File: config.mk
export PLATFORM = sky130hd
export DESIGN_NAME = button_debouncer
export DESIGN_NICKNAME = d
export VERILOG_FILES = /design/src/rtl/board_pkg.sv /design/src/rtl/debounce_channel.sv /design/src/rtl/button_debouncer.sv
export SDC_FILE = /design/constraint.sdc
export NUM_CORES = 1
export LEC_CHECK = 0
export ABC_AREA = 0
export CORE_MARGIN = 5
export CORE_UTILIZATION = 45
export CTS_CLUSTER_DIAMETER = 120
export DETAILED_ROUTE_END_ITERATION = 16
export PLACE_DENSITY_LB_ADDON = 0.15
export SLEW_MARGIN = 20
export SYNTH_ARGS = -nofsm -noshare
export SYNTH_HDL_FRONTEND = slang
export SYNTH_SLANG_ARGS = --single-unit
File: constraint.sdc
create_clock -name clk -period 0.9 [get_ports clk]
set_input_delay 0.18 -clock clk [delete_from_list [all_inputs] [get_ports clk]]
set_output_delay 0.18 -clock clk [all_outputs]
set_load 0.05 [all_outputs]
File: src/rtl/board_pkg.sv
// Shared board-level definitions used by the button debouncer.
// - CNT_W(n): width of an unsigned counter that can hold 0..n.
// - DEFAULT_N_BUTTONS / DEFAULT_STABLE_TICKS: default parameter values.
package board_pkg;

  localparam int DEFAULT_N_BUTTONS    = 4;
  localparam int DEFAULT_STABLE_TICKS = 4;

  function automatic int CNT_W(input int n);
    return $clog2(n + 1);
  endfunction

endpackage

File: src/rtl/debounce_channel.sv
// One button channel: 2-flop synchroniser, qualification counter,
// debounced state bit and registered press/release event pulses.
// Ports:
//   clk         system clock (rising edge)
//   rst         synchronous active-high reset
//   tick        sample strobe (single-cycle pulse or held high)
//   btn_raw     asynchronous raw level, 1 = pressed
//   btn_state   debounced level
//   btn_press   one-cycle pulse coincident with a 0->1 state change
//   btn_release one-cycle pulse coincident with a 1->0 state change
module debounce_channel
  import board_pkg::*;
#(
  parameter int STABLE_TICKS = DEFAULT_STABLE_TICKS
) (
  input  logic clk,
  input  logic rst,
  input  logic tick,
  input  logic btn_raw,
  output logic btn_state,
  output logic btn_press,
  output logic btn_release
);

  if (STABLE_TICKS < 1) begin : g_bad_ticks
    $error("debounce_channel: STABLE_TICKS must be >= 1");
  end

  localparam int             W       = CNT_W(STABLE_TICKS);
  localparam logic [W-1:0]   CNT_MAX = W'(STABLE_TICKS - 1);
  localparam logic [W-1:0]   CNT_ONE = W'(1);

  logic         meta_q, meta_d;
  logic         sync_q, sync_d;
  logic         state_q, state_d;
  logic [W-1:0] cnt_q, cnt_d;
  logic         press_q, press_d;
  logic         release_q, release_d;

  always_comb begin
    meta_d    = btn_raw;
    sync_d    = meta_q;
    state_d   = state_q;
    cnt_d     = cnt_q;
    press_d   = 1'b0;
    release_d = 1'b0;
    if (sync_q == state_q) begin
      // Any return to the accepted level restarts qualification, and
      // beats a tick arriving in the same cycle.
      cnt_d = '0;
    end else if (tick) begin
      if (cnt_q == CNT_MAX) begin
        state_d   = sync_q;
        cnt_d     = '0;
        press_d   = sync_q;
        release_d = ~sync_q;
      end else begin
        cnt_d = cnt_q + CNT_ONE;
      end
    end
  end

  always_ff @(posedge clk) begin
    if (rst) begin
      meta_q    <= 1'b0;
      sync_q    <= 1'b0;
      state_q   <= 1'b0;
      cnt_q     <= '0;
      press_q   <= 1'b0;
      release_q <= 1'b0;
    end else begin
      meta_q    <= meta_d;
      sync_q    <= sync_d;
      state_q   <= state_d;
      cnt_q     <= cnt_d;
      press_q   <= press_d;
      release_q <= release_d;
    end
  end

  assign btn_state   = state_q;
  assign btn_press   = press_q;
  assign btn_release = release_q;

endmodule

File: src/rtl/button_debouncer.sv
// Debounces N_BUTTONS raw push-button inputs using the divider's
// single-cycle output_pulse as the shared sample tick.
// Ports:
//   clk          system clock (rising edge)
//   rst          synchronous active-high reset
//   tick         sample strobe shared by all channels
//   btn_raw      asynchronous raw levels, 1 = pressed
//   btn_state    debounced levels
//   btn_press    one-cycle pulse per bit on a 0->1 state change
//   btn_release  one-cycle pulse per bit on a 1->0 state change
module button_debouncer
  import board_pkg::*;
#(
  parameter int N_BUTTONS    = DEFAULT_N_BUTTONS,
  parameter int STABLE_TICKS = DEFAULT_STABLE_TICKS
) (
  input  logic                 clk,
  input  logic                 rst,
  input  logic                 tick,
  input  logic [N_BUTTONS-1:0] btn_raw,
  output logic [N_BUTTONS-1:0] btn_state,
  output logic [N_BUTTONS-1:0] btn_press,
  output logic [N_BUTTONS-1:0] btn_release
);

  if (STABLE_TICKS < 1) begin : g_bad_ticks
    $error("button_debouncer: STABLE_TICKS must be >= 1");
  end

  for (genvar i = 0; i < N_BUTTONS; i++) begin : g_ch
    debounce_channel #(
      .STABLE_TICKS (STABLE_TICKS)
    ) u_ch (
      .clk         (clk),
      .rst         (rst),
      .tick        (tick),
      .btn_raw     (btn_raw[i]),
      .btn_state   (btn_state[i]),
      .btn_press   (btn_press[i]),
      .btn_release (btn_release[i])
    );
  end

endmodule
==> results.md <==
* Final Critical Period at 1.09 ns
* IO Pins at 19
* F_max at 914 MHz
* Slew headroom at 86.3%
* Vias in the first global route at around 1100
* Met1 usage at 14.5%
* Max-Cap Viols at 0
* Failing checks: setup timing
* Initial Utilization at 47.2%
* Routed Antenna Nets at 0
* Fin. max-slew vios at 0
* Netlist Area Pre-Place at 1300 µm²
* Clock buffer depth at 2
* Worst-Skew Late Latency at 0.32 ns
* Fin crit share at 122%
* Die height at 63.8 µm
* Die Wd at around 64 µm
* Critical Path, Cell by Cell: buf_6 -> buf_12
* Row count at 19
* CP max-delay cell: dfxtp_2
* Synth top area share at between 40% and 50%
* Mapped Avg Cell Area at 10.3 µm²
* First-pass GRT wire length at 4.71 mm
* Core Footprint at 2760 µm²
* Routability congestion estimate from global placement at 0.714
* Footprint of the multi-input gates at around 710 µm²
* Status: finished with violations
* VDD IR max at roughly 0.0013 V
* CP delay by family, top: flip-flops
* Largest net degree at the start of global routing at 10
* Sequential share of the synthesized area at between 40% and 50%
* Initial antenna violation count at 0
* Number of fill cells at 179
* Register area at 673 µm²
* Total CTS buffers at 5
* Met2 Track Usage GR at 27.4%
* Met3 usage at 5.95%
* Final #Nets at 179
* Total gr overflow at 0
* TritonCTS clock tree: yes
* Asr flop ratio synth at 0%
* DR iter-0 viols at 18
* Post-synth EDFFs at 0
* Final setup TNS at -2.50 ns
* PD cells at between 1000 and 1500 nW/µm²
* Cells after synthesis at 127
* CTS clk-pin slew, worst paths at approximately 0.09 ns
* Worst-margin pin slew at 0.205 ns
* Primary FF master, synth: dfxtp_1
* Layout cells sized above 1 at 60.9%
* Crit Path Category: reg -> out
* RSZ-0062 raised after global routing: true
* HPWL after detailed placement at approximately 2.0 mm
* Gr usage total at approximately 15%
* Via density per instance at 4.98
* Leak at 0.801 nW
* Arrival time at the worst endpoint at 0.91 ns
* Critical Path Max Stage Delay at 0.34 ns
* Routed len/inst at 14.1 µm
* Yosys warns at 0
* Clk sink count at 32
* CTS H-tree depth at 2
* Hold WC Path Type: in -> reg
* DIE AREA at 4070 µm²
* Final wirelength at 2.82 mm
* Via count at 995
* Final worst setup slack at -0.194 ns
* Cts hold-fix bufs at 0
* Final Hold Vio Count at 0
* Setup WS pre-CTS at -0.449 ns
* Pre-Repair DR Iteration Count at 4
* GR peak layer: met2
* Netlist cell types at 16
* Top cell type by total area after synthesis: dfxtp_1
* Commonest non-fill, non-tap cells in the layout: dfxtp_2 (23), buf_4 (23), buf_12 (12)
* Fin Clk Skew at 0.00652 ns
* CP Launch Type: flip-flop
* Diodes inserted at 0
* Critical path fanouts, max at 2
* Synthesis-to-layout area growth at 58.6%
* Setup violators final at 29
* Endpoint class of the critical path: output pin
* Port buffer count at 18
* Worst Path Required at 0.72 ns
* Mapped Nets at 138
* Root buffer cell: clkbuf_4
* Critical path buffer and inverter count at 2
* Yosys reg bits at 32
* Area contributors post-synth: dfxtp_1 (49%), nand2b_1 (9.1%), buf_4 (7.5%)
* DRC viols at 0
[power breakdown]
group | switching, mW | internal, mW
Clock | 0.457 | 0.385
Sequential | 0.0145 | 1.43
Combinational | 0.0767 | 0.101
Total | 0.548 | 1.92
[path summary, 6_finish.rpt]
kind | startpoint | to | slack [ns] | depth (start not counted)
max reg2reg | g_ch[1].u_ch.btn_state$_SDFFE_PP0P_ | g_ch[1].u_ch.cnt_q[2]$_SDFFE_PP0P_ | -0.14 | 4
max | g_ch[2].u_ch.btn_state$_SDFFE_PP0P_ | btn_state[2] | -0.19 | 2
min | rst | g_ch[1].u_ch.sync_q$_SDFF_PP0_ | 0.36 | 3
min reg2reg | g_ch[3].u_ch.meta_q$_SDFF_PP0_ | g_ch[3].u_ch.sync_q$_SDFF_PP0_ | 0.44 | 1
[stage by stage]
step / area [µm²] / instances / power [mW] / utilization, % / hold slack [ns]
after floorplan: 1340 / 127 / 1.55 / - / 0.252
after global placement: 1740 / 185 / 1.63 / 63.1 / 0.420
after detailed placement: 1740 / 185 / 1.63 / 63.1 / 0.429
after CTS: 1960 / 200 / 2.47 / 71.0 / 0.347
after global routing: 2070 / 200 / 2.59 / 74.9 / 0.369
final: 2070 / 200 / 2.47 / 74.9 / 0.357
[worst register-to-register path: cells and delay by family (launching register included)]
family | cells | cell delay, ns
AOI/OAI and AO/OA | 2 | 0.37
buffers and inverters | 1 | 0.12
DFF | 1 | 0.34
and+or+nand+nor | 1 | 0.14
[Yosys cell counts, types with 2 or more instances]
cell,number
ha_1,4
inv_1,4
nand3_1,2
mux2i_1,6
nand2b_1,19
nor3_1,8
dfxtp_1,32
buf_4,13
a211oi_2,4
nor2_1,6
a21oi_1,6
nor2b_1,8
nand3b_1,8
a21o_1,4
buf_6,2
[cell type report]
cell class / instances / area share (%)
inverter: 4 / 0.727
clock buffer: 8 / 2.85
sequential: 32 / 32.6
multi-input combinational: 75 / 34.3
tap: 31 / 1.88
timing repair buffer: 50 / 27.7
[repair_timing]
action / 4_1_cts / 5_1_grt
cloned: 0 / 0
resized for setup: 35 / 23
endpoints found under the setup margin: 36 / 34
buffers inserted: 7 / 1
pin swaps: 17 / 6
[cell families (layout without fill, tap and decap cells)]
family          after synthesis  after routing  share of synthesized area (%)
simple gates                 51             51                           23.2
flops                        32             32                           49.2
buf+inv                      20             62                           10.8
fa+ha+maj                     4              4                           3.84
mux                           6              6                           4.61
compound gates               14             14                           8.45
[routing by layer]
metal / vias to the layer above / wire length [µm]
li1: 500 / -
met3: 5 / 84
met4: 0 / 42
met2: 18 / 1620
met1: 472 / 1070
met5: - / 0
[sequential cells by signal, summed over array words and instances (netlist names)]
name	flops
g_ch.u_ch.btn_press	4
g_ch.u_ch.btn_release	4
g_ch.u_ch.btn_state	4
g_ch.u_ch.cnt_q	12
g_ch.u_ch.meta_q	4
g_ch.u_ch.sync_q	4
(Power assumes the default switching activity.)
